File: src/rtl/fetch_unit.sv
// Fetch stage: PC, instruction/operand registers and fetch-phase sequencer.
// Optional FETCH_TRACE_EN adds a saturating instr_count output.
module fetch_unit #(
  parameter int DATA_W = 8,
  parameter int ADDR_W = 12
) (
  input  logic              clk,
  input  logic              rst,
  input  logic              pc_write,
  input  logic              pc_src,
  input  logic              pc_write_cond,
  input  logic              IR_write,
  input  logic              TRLD,
  input  logic              IorD,
  input  logic              cond_flag,
  input  logic [DATA_W-1:0] mem_rdata,
  output logic [3:0]        opCode,
  output logic [ADDR_W-1:0] mem_addr,
  output logic [ADDR_W-1:0] pc,
  output logic [DATA_W-1:0] ir,
  output logic [DATA_W-1:0] tr,
  output logic [ADDR_W-1:0] target,
`ifdef FETCH_TRACE_EN
  output logic [15:0]       instr_count,
`endif
  output logic              seq_err
);

  typedef enum logic [1:0] {
    S_OP   = 2'd0,
    S_OPND = 2'd1,
    S_EXEC = 2'd2
  } state_t;

  state_t            state_q, state_d;
  logic              err_set;
  logic              tr_load;
  logic              pc_load;
  logic [ADDR_W-1:0] pc_next;

  assign opCode   = ir[7:4];
  assign target   = {ir[3:0], tr};
  assign mem_addr = IorD ? target : pc;
  assign pc_next  = pc_src ? target : pc + 12'd1;
  assign pc_load  = pc_write | (pc_write_cond & cond_flag);

  always_comb begin
    state_d = state_q;
    err_set = 1'b0;
    tr_load = 1'b0;
    if (IR_write) begin
      state_d = S_OPND;
      err_set = TRLD;
    end else if (TRLD) begin
      // An out-of-phase operand still loads; only the flag records the slip.
      tr_load = 1'b1;
      if (state_q == S_OPND) state_d = S_EXEC;
      else                   err_set = 1'b1;
    end
  end

  always_ff @(posedge clk) begin
    if (!rst) begin
      state_q <= S_OP;
      pc      <= '0;
      ir      <= '0;
      tr      <= '0;
      seq_err <= 1'b0;
    end else begin
      state_q <= state_d;
      if (pc_load)  pc <= pc_next;
      if (IR_write) ir <= mem_rdata;
      if (tr_load)  tr <= mem_rdata;
      if (err_set)  seq_err <= 1'b1;
    end
  end

`ifdef FETCH_TRACE_EN
  always_ff @(posedge clk) begin
    if (!rst) begin
      instr_count <= '0;
    end else if (IR_write && instr_count != 16'hFFFF) begin
      instr_count <= instr_count + 16'd1;
    end
  end
`endif

endmodule

File: config.mk
export PLATFORM = sky130hd
export DESIGN_NAME = fetch_unit
export DESIGN_NICKNAME = d
export VERILOG_FILES = /design/src/rtl/fetch_unit.sv
export SDC_FILE = /design/constraint.sdc
export NUM_CORES = 1
export LEC_CHECK = 0
export ABC_AREA = 1
export CORE_AREA = 2 2 66 68
export CTS_CLUSTER_DIAMETER = 60
export DETAILED_ROUTE_END_ITERATION = 6
export DIE_AREA = 0 0 68 70
export GPL_TIMING_DRIVEN = 1
export PLACE_DENSITY = 0.84
export RECOVER_POWER = 100
export SYNTH_ARGS = -nofsm -noshare
export SYNTH_HDL_FRONTEND = slang
export SYNTH_SLANG_ARGS = --single-unit
File: constraint.sdc
create_clock -name clk -period 2.15 [get_ports clk]
set_input_delay 0.3225 -clock clk [delete_from_list [all_inputs] [get_ports clk]]
set_output_delay 0.3225 -clock clk [all_outputs]
set_load 0.005 [all_outputs]
After elaboration in Yosys (flattened, before gate mapping)
Cells that the tools add are included.
{ "totals": {"register_bits": 31, "inputBits": 17, "output_inout_bits": 57, "elab_cells": 26} }
{ "classes": {"add_sub_neg": 1, "n_eq_ne": 1, "mux": 10, "n_bitwise": 3, "n_reduce_logical": 5} }
{ "op_table": {"columns": ["operator", "count"], "rows": [
  ["2-to-1 mux 12 bit", 2],
  ["adder 12 x 1 -> 12 bit, second input constant", 1],
  ["2-to-1 mux 1 bit", 8],
  ["AND reduction 2 bit", 2],
  ["nonzero test 2 bit", 2],
  ["equality test 2 x 1 -> 1 bit, second input constant", 1],
  ["OR reduction 2 bit", 1],
  ["bitwise AND 1 bit", 1],
  ["NOT 1 bit", 1],
  ["OR 1 bit", 1]
]} }

Logic depth before layout (Yosys ltp)
Gate-level depths: netlist of the first run.
{ "logic_depth": {"word_depth": 4, "mapped_depth": 8, "depth_no_buf": 8} }

Least setup slack after synthesis of the first run
Ideal clock, no wire load.
{ "synth_timing": {"kind": "flip-flop to flip-flop", "start": "register pc[1]", "end": "register pc[8]", "setup_ns": 0.122, "arrival_ns": 1.141, "required_ns": 2.028, "setup_slack_ns": 0.887, "stages_incl_launch_ff": 9, "n_path_buf": 0, "synth_period_minus_slack_ns": 1.263, "cell_sequence": "dfxtp_1 ha_1 nand2_2 nor2_4 nand3_1 nand2_1 nand3_1 nand2_1 a21oi_2"} }
{ "synth_between": {"elab_chain_len": 2} }
{ "synth_lines": {"columns": ["element", "line", "source"], "rows": [
  ["from (decl)", "19", "output logic [ADDR_W-1:0] pc,"],
  ["from (signal assigned)", "71", "if (pc_load) pc <= pc_next;"],
  ["adder 12 x 1 -> 12 bit", "44", "assign pc_next = pc_src ? target : pc + 12'd1;"],
  ["2-to-1 mux 12 bit", "44", null]
]} }
Every way passes these cells.
A chain may end at the register's enable or synchronous reset.

Final worst setup path of the first run
{ "layout_timing": {"start": "input IorD", "end": "output mem_addr[4]"} }
{ "layout_between": {"elab_chain_len": 1} }
{ "layout_lines": {"columns": ["element", "line", "source"], "rows": [
  ["from (decl)", "14", "input logic IorD,"],
  ["2-to-1 mux 12 bit", "43", "assign mem_addr = IorD ? target : pc;"],
  ["to (decl)", "18", "output logic [ADDR_W-1:0] mem_addr,"]
]} }
Every way passes these cells.

==> results of run 1 <==
==> worst max-delay path by stage <==
stage / startpoint / to / slack (ps) / cells after the start
detailed placement: IorD / mem_addr[7] / 70 / 4
finish: IorD / mem_addr[4] / 70 / 4
floorplan: pc[1] / pc[8] / 890 / 8
global placement: IorD / mem_addr[9] / 100 / 4
CTS: IorD / mem_addr[4] / 80 / 4
global route: IorD / mem_addr[3] / 20 / 5
==> layout make-up <==
class	instances	area, sq um	area share [%]
Inverter	27	101	4.06
Sequential cell	31	621	24.8
Clock inverter	2	12.5	0.501
Clock buffer	6	72.6	2.90
Timing Repair Buffer	80	774	31.0
Tap cell	52	65.1	2.60
Multi-Input combinational cell	172	852	34.1
==> cells by family after synthesis <==
group	count (synthesis)	synth area share (%)
compound gates	60	19.2
fa+ha+maj	1	0.718
buf+inv	52	15.3
flops	31	35.6
mux	1	0.647
simple gates	110	28.5
==> state kept, by name (all words and copies together), names as in the netlist <==
register and cells:
pc 12, state_q 2, seq_err 1, tr 8, ir 8
==> layer usage <==
| layer | global-route usage (%) | up-vias | wire length, um |
|---|---|---|---|
| li1 | - | 940 | - |
| met1 | 29.7 | 843 | 2020 |
| met2 | 32.9 | 69 | 2310 |
| met3 | 5.96 | 4 | 383 |
| met4 | 5.11 | 0 | 33 |
| met5 | 0 | - | 0 |
==> synth_stat cells, drive strengths merged (2+ instances only) <==
| cell | number |
|---|---|
| buf | 21 |
| clkbuf | 4 |
| o31ai | 2 |
| inv | 26 |
| nor2 | 38 |
| nand3 | 13 |
| nor3 | 4 |
| a21oi | 13 |
| nand4 | 6 |
| o21ai | 42 |
| nand2 | 47 |
| dfxtp | 31 |
| a31oi | 2 |
| or2 | 2 |
==> worst register-to-register path: cells and delay by family, from the launching register on <==
| family | cells | cell delay (ps) |
|---|---|---|
| compound gates | 1 | 50 |
| fa+ha+maj | 1 | 250 |
| simple gates | 6 | 590 |
| flops | 1 | 430 |
==> where the power goes <==
group	leakage (nW)	internal, mW	switching, mW	total, mW
clock network	0.0412	0.226	0.226	0.452
logic	0.804	0.166	0.135	0.301
registers	0.256	0.612	0.0463	0.658
total	1.10	1.00	0.406	1.41
==> flow_summary.yaml, run 1 <==
logic_synthesis:
  synth-main-ff-cell: "sky130_fd_sc_hd__dfxtp_1"
  synthesis.instances: 255
  synth-seq-cells: 31
  netlist-cell-type-count: 27
  top_cell_type_by_total_area_after_synthesis: "sky130_fd_sc_hd__dfxtp_1"
  async_reset_ff_share_pct: 0
  yosys_warnings: 0
  ys_seq_area_share_pct: 35.6
  synth_enable_flop_cells: 0
  synth_area_per_cell_sq_um: 6.83
  netlist.area_leader.share_pct: 35.6
  synth.net_count: 273
  post_synth_instance_area_sq_um: 1740
  ys_top_cells_by_area: "sky130_fd_sc_hd__dfxtp_1 36%, sky130_fd_sc_hd__o21ai_0 10%, sky130_fd_sc_hd__nand2_1 9.5%"
floorplanning:
  initial_cell_density_of_the_core_pct: 42.0
  row_count: 24
  core_sq_um: 4140
  die_y_um: 70
  die-area_sq_um: 4760
  io-pin-count: 74
  die_x_um: 68
global_routing:
  first_global_vias: 1661
  grt_ovf: 0
  grt_first_pass_wirelength_um: 7920
  grt_antenna_before_repair: 0
  grt_max_degree: 19
  track_usage_pct: 21.5
critical_path:
  worstPathMaxFanout: 10
  critical_path.n_buffers_inverters: 3
  r2r_slack_ps: 690
  criticalPathCategory: "input pin to primary output"
  critPathMostFrequentCell: "sky130_fd_sc_hd__clkdlybuf4s50_1"
  worst_r2r_startpoint: "pc[1]"
  worst_ep_required_time_ps: 1830
  crit-reg2reg-capture: "pc[8]"
  critical_path.max_stage_delay_ps: 560
  worst-endpoint-arrival_ps: 1760
  critical_path.slowest_cell: "sky130_fd_sc_hd__clkdlybuf4s50_1"
  r2r_cells: 8
  crit_path_cell_trace: "clkdlybuf4s50_1, buf_4, o21ai_0, clkdlybuf4s50_1"
  endpoint_kind: "primary output"
  critical_path.top_delay_family: "buffers and inverters"
  worst_setup_path_start_kind: "input pin"
sta:
  worst_margin_pin_slew_ps: 586
  whs_ps: 458
  finalHoldViolCount: 0
  setup_ws_ps: 69.0
  final_clock_skew_ps: 7.50
  relSlewSlack_pct: 60.9
  rsz0062_at_grt: "no"
  final.period_utilization_pct: 96.8
  setup_viol_count_final: 0
  max_clock_freq_mhz: 481
  fin_crit_ps: 2080
  final.setup.tns_ps: 0
  maxSlewViolCount: 0
finish:
  most-common-layout-cells: "52 x sky130_fd_sc_hd__dlygate4sd3_1, 45 x sky130_fd_sc_hd__nand2_1, 37 x sky130_fd_sc_hd__o21ai_0, 34 x sky130_fd_sc_hd__nor2_1, 31 x sky130_fd_sc_hd__dfxtp_1"
  post-route-cell-area_sq_um: 2500
  layout.cells.most_common: "sky130_fd_sc_hd__dlygate4sd3_1"
  diodes: 0
  final.fill_count: 393
  drive_above_1_share_pct: 9.12
  final-instance-count-excl-fill: 370
  fin_nets: 335
  finalCoreUtilization_pct: 60.3
  areaGrowthSynthToFinish_pct: 43.5
detailed_routing:
  post_drt_via_cell_ratio: 5.02
  detail_route.iter0.violations: 116
  residual_antenna_violating_net_count_after_detailed_routing: 0
  detail_route.wirelength_um: 4750
  drt-pass1-iter-count: 4
  route.vias.total: 1856
  avgRoutedWirePerCell_um: 12.8
  count_of_unresolved_drc_violations_after_routing: 0
place:
  globalplace.congestion: 0.871
  post-place-cells: 362
  hpwl_um: 3500
  numPortBuffers: 73
  pre_cts_ws_ps: 73.2
  dpl-instance-area_sq_um: 2420
hold_path:
  min_to: "seq_err"
  holdCritPathClass: "flip-flop to flip-flop"
  min_delay_path_depth: 2
  min_from: "seq_err"
clock_network:
  cts_hold_repair.buffers: 0
  tritoncts.num_buffers: 5
  clk_root_buffer_cell: "sky130_fd_sc_hd__clkbuf_8"
  clock_tree.htree_level_count: 2
  clock_tree_from_tritoncts: "yes"
  clkLatencyLatePin_ps: 280
  cts_resized: 0
  post_cts.repair.setup_buffers: 0
  cts_max_path_buffers: 2
  clock_sink_count: 31
  clk_transition_reported_paths_ps: 70
job:
  drv.max_cap_violation_count: 0
pwr:
  leakage_nw: 1.10
  power_density_nw_per_um2: 565
  worst_ir_drop_vdd_uv: 429
  total_power_mw: 1.41
run_status:
  run_status: "finished clean"
No activity file was read; power rests on OpenSTA's default activity.
==> run 2: changes to the inputs <==
Settings changed: CORE_AREA 2 2 66 68 to 2 2 68 70, DIE_AREA 0 0 68 70 to 0 0 70 72, PLACE_DENSITY 0.84 to 0.8.
Clock period 2.15 ns to 2.04 ns, I/O delays scaled along.
==> run 2 against run 1 <==
Power is 16% higher. Combinational power is 5% higher. Non-clock buffer count is 2 higher. Sequential share of layout area is 0.29 points lower. Hold slack hardly changed. Setup slack better by 110 ps. Via count is 0.65% higher. Critical endpoint is now mem_addr[3].
==> flow_summary.yaml, run 2 (synthesized netlist as in run 1, its figures left out) <==
clock_network:
  clk_root_buffer_cell: "sky130_fd_sc_hd__clkbuf_8"
  clkLatencyLatePin_ps: 290
  cts_max_path_buffers: 2
  clock_tree_from_tritoncts: "yes"
  clock_tree.htree_level_count: 2
  post_cts.repair.setup_buffers: 0
  clock_sink_count: 31
  clk_transition_reported_paths_ps: 70
  tritoncts.num_buffers: 5
run_status:
  run_status: "finished clean"
finish:
  layout.cells.most_common: "sky130_fd_sc_hd__dlygate4sd3_1"
  largest-register: "pc"
  largestRegisters: "pc x12, ir x8, tr x8"
  drive_above_1_share_pct: 8.75
  most-common-layout-cells: "57 x sky130_fd_sc_hd__dlygate4sd3_1, 44 x sky130_fd_sc_hd__nand2_1, 36 x sky130_fd_sc_hd__o21ai_0, 36 x sky130_fd_sc_hd__nor2_1, 31 x sky130_fd_sc_hd__dfxtp_1"
  finalCoreUtilization_pct: 59.3
  final.fill_count: 410
  fin_nets: 337
  areaGrowthSynthToFinish_pct: 45.2
  diodes: 0
  largest_reg_flops: 12
floorplanning:
  die-area_sq_um: 5040
  initial_cell_density_of_the_core_pct: 40.8
  core_sq_um: 4260
  row_count: 24
  die_x_um: 70
  die_y_um: 72
  io-pin-count: 74
global_routing:
  grt_first_pass_wirelength_um: 7910
  first_global_vias: 1686
  grt_ovf: 0
  met2_usage_pct: 32.8
  grt_antenna_before_repair: 0
  grt_use_met3_pct: 5.69
  grt-busiest-layer: "met2"
  grt_max_degree: 19
  met1_usage_pct: 24.7
  track_usage_pct: 19.7
sta:
  worst_margin_pin_slew_ps: 550
  setup_viol_count_final: 0
  rsz0062_at_grt: "no"
  relSlewSlack_pct: 63.3
  fin_crit_ps: 1860
  finalHoldViolCount: 0
  maxSlewViolCount: 0
  final.period_utilization_pct: 91.4
  max_clock_freq_mhz: 536
  final_clock_skew_ps: 7.90
  final.setup.tns_ps: 0
detailed_routing:
  residual_antenna_violating_net_count_after_detailed_routing: 0
  detail_route.wirelength_um: 4940
  avgRoutedWirePerCell_um: 13.3
  route.vias.total: 1868
  post_drt_via_cell_ratio: 5.02
  detail_route.iter0.violations: 134
  drt-pass1-iter-count: 4
  count_of_unresolved_drc_violations_after_routing: 0
critical_path:
  criticalPathCategory: "flip-flop to primary output"
  r2r_slack_ps: 500
  crit-reg2reg-capture: "pc[8]"
  r2r_cells: 8
  endpoint_kind: "primary output"
  worst_ep_required_time_ps: 1730
  worst-endpoint-arrival_ps: 1560
  worst_setup_path_start_kind: "flip-flop"
  worstPathMaxFanout: 5
  worst_r2r_startpoint: "pc[1]"
place:
  hpwl_um: 3520
  globalplace.congestion: 0.873
  numPortBuffers: 73
hold_path:
  min_to: "seq_err"
  min_delay_path_depth: 2
  min_from: "seq_err"
  holdCritPathClass: "flip-flop to flip-flop"
job:
  drv.max_cap_violation_count: 0
pwr:
  power_density_nw_per_um2: 649
  worst_ir_drop_vdd_uv: 497
  leakage_nw: 1.13
## run 2: changes by cell type in the layout (fill, tap and decap cells not counted), moves of 2 or more
cell | previous run | this run
sky130_fd_sc_hd__a21oi_1 | 7 | 9
sky130_fd_sc_hd__nor2_1 | 34 | 36
sky130_fd_sc_hd__dlygate4sd3_1 | 52 | 57
sky130_fd_sc_hd__a21oi_2 | 6 | 4
sky130_fd_sc_hd__clkdlybuf4s50_1 | 20 | 14
## run 2: report_power, final
part	switching [mW]	total [mW]	internal [mW]
combinational	0.141	0.315	0.174
clock	0.237	0.632	0.395
sequential	0.0494	0.695	0.645
total	0.428	1.64	1.21
## run 2: cell type report
type	instances	area [sq um]	share of cell area, %
well taps	52	65.1	2.57
clock buffers	6	82.6	3.27
inverters	27	101	4.01
repair buffers	82	787	31.1
clock inverters	2	35.0	1.39
flip-flops and latches	31	621	24.5
multi-input cells	172	837	33.1
## run 2: what timing repair did
action | in CTS | in global routing
setup endpoints to repair | 0 | 10
resized for setup | 0 | 4
hold buffers | 0 | 0
## run 2: critical path: stages (launching register included)
cell and delay (ps):
sky130_fd_sc_hd__dfxtp_1 450, sky130_fd_sc_hd__inv_1 100, sky130_fd_sc_hd__o21ai_0 140, sky130_fd_sc_hd__dlygate4sd3_1 580
## run 2: worst max path at each step
stage | end | cells after the start | start | slack, ps
2_1_floorplan | pc[8] | 8 | pc[1] | 780
3_3_place_gp | mem_addr[9] | 4 | IorD | 30
3_5_place_dp | mem_addr[9] | 4 | IorD | 20
4_1_cts | mem_addr[9] | 4 | IorD | 20
5_1_grt | mem_addr[2] | 3 | pc[2] | 50
6_report | mem_addr[3] | 3 | pc[3] | 180
## run 2: metrics by stage
stage	cells	hold slack, ps	power [mW]	cell area [sq um]	worst slack, ps
after floorplan	255	441	0.860	1740	777
after global placement	363	441	1.05	2430	30.7
after detailed placement	363	449	1.06	2430	20.2
after CTS	371	462	1.69	2550	16.4
after global routing	372	486	1.72	2530	49.8
final	372	458	1.64	2530	175
## run 2: per-layer routing
| metal | vias to the layer above | wire [um] |
|---|---|---|
| li1 | 944 | - |
| met1 | 843 | 2120 |
| met2 | 73 | 2370 |
| met3 | 8 | 376 |
| met4 | 0 | 74 |
| met5 | - | 0 |
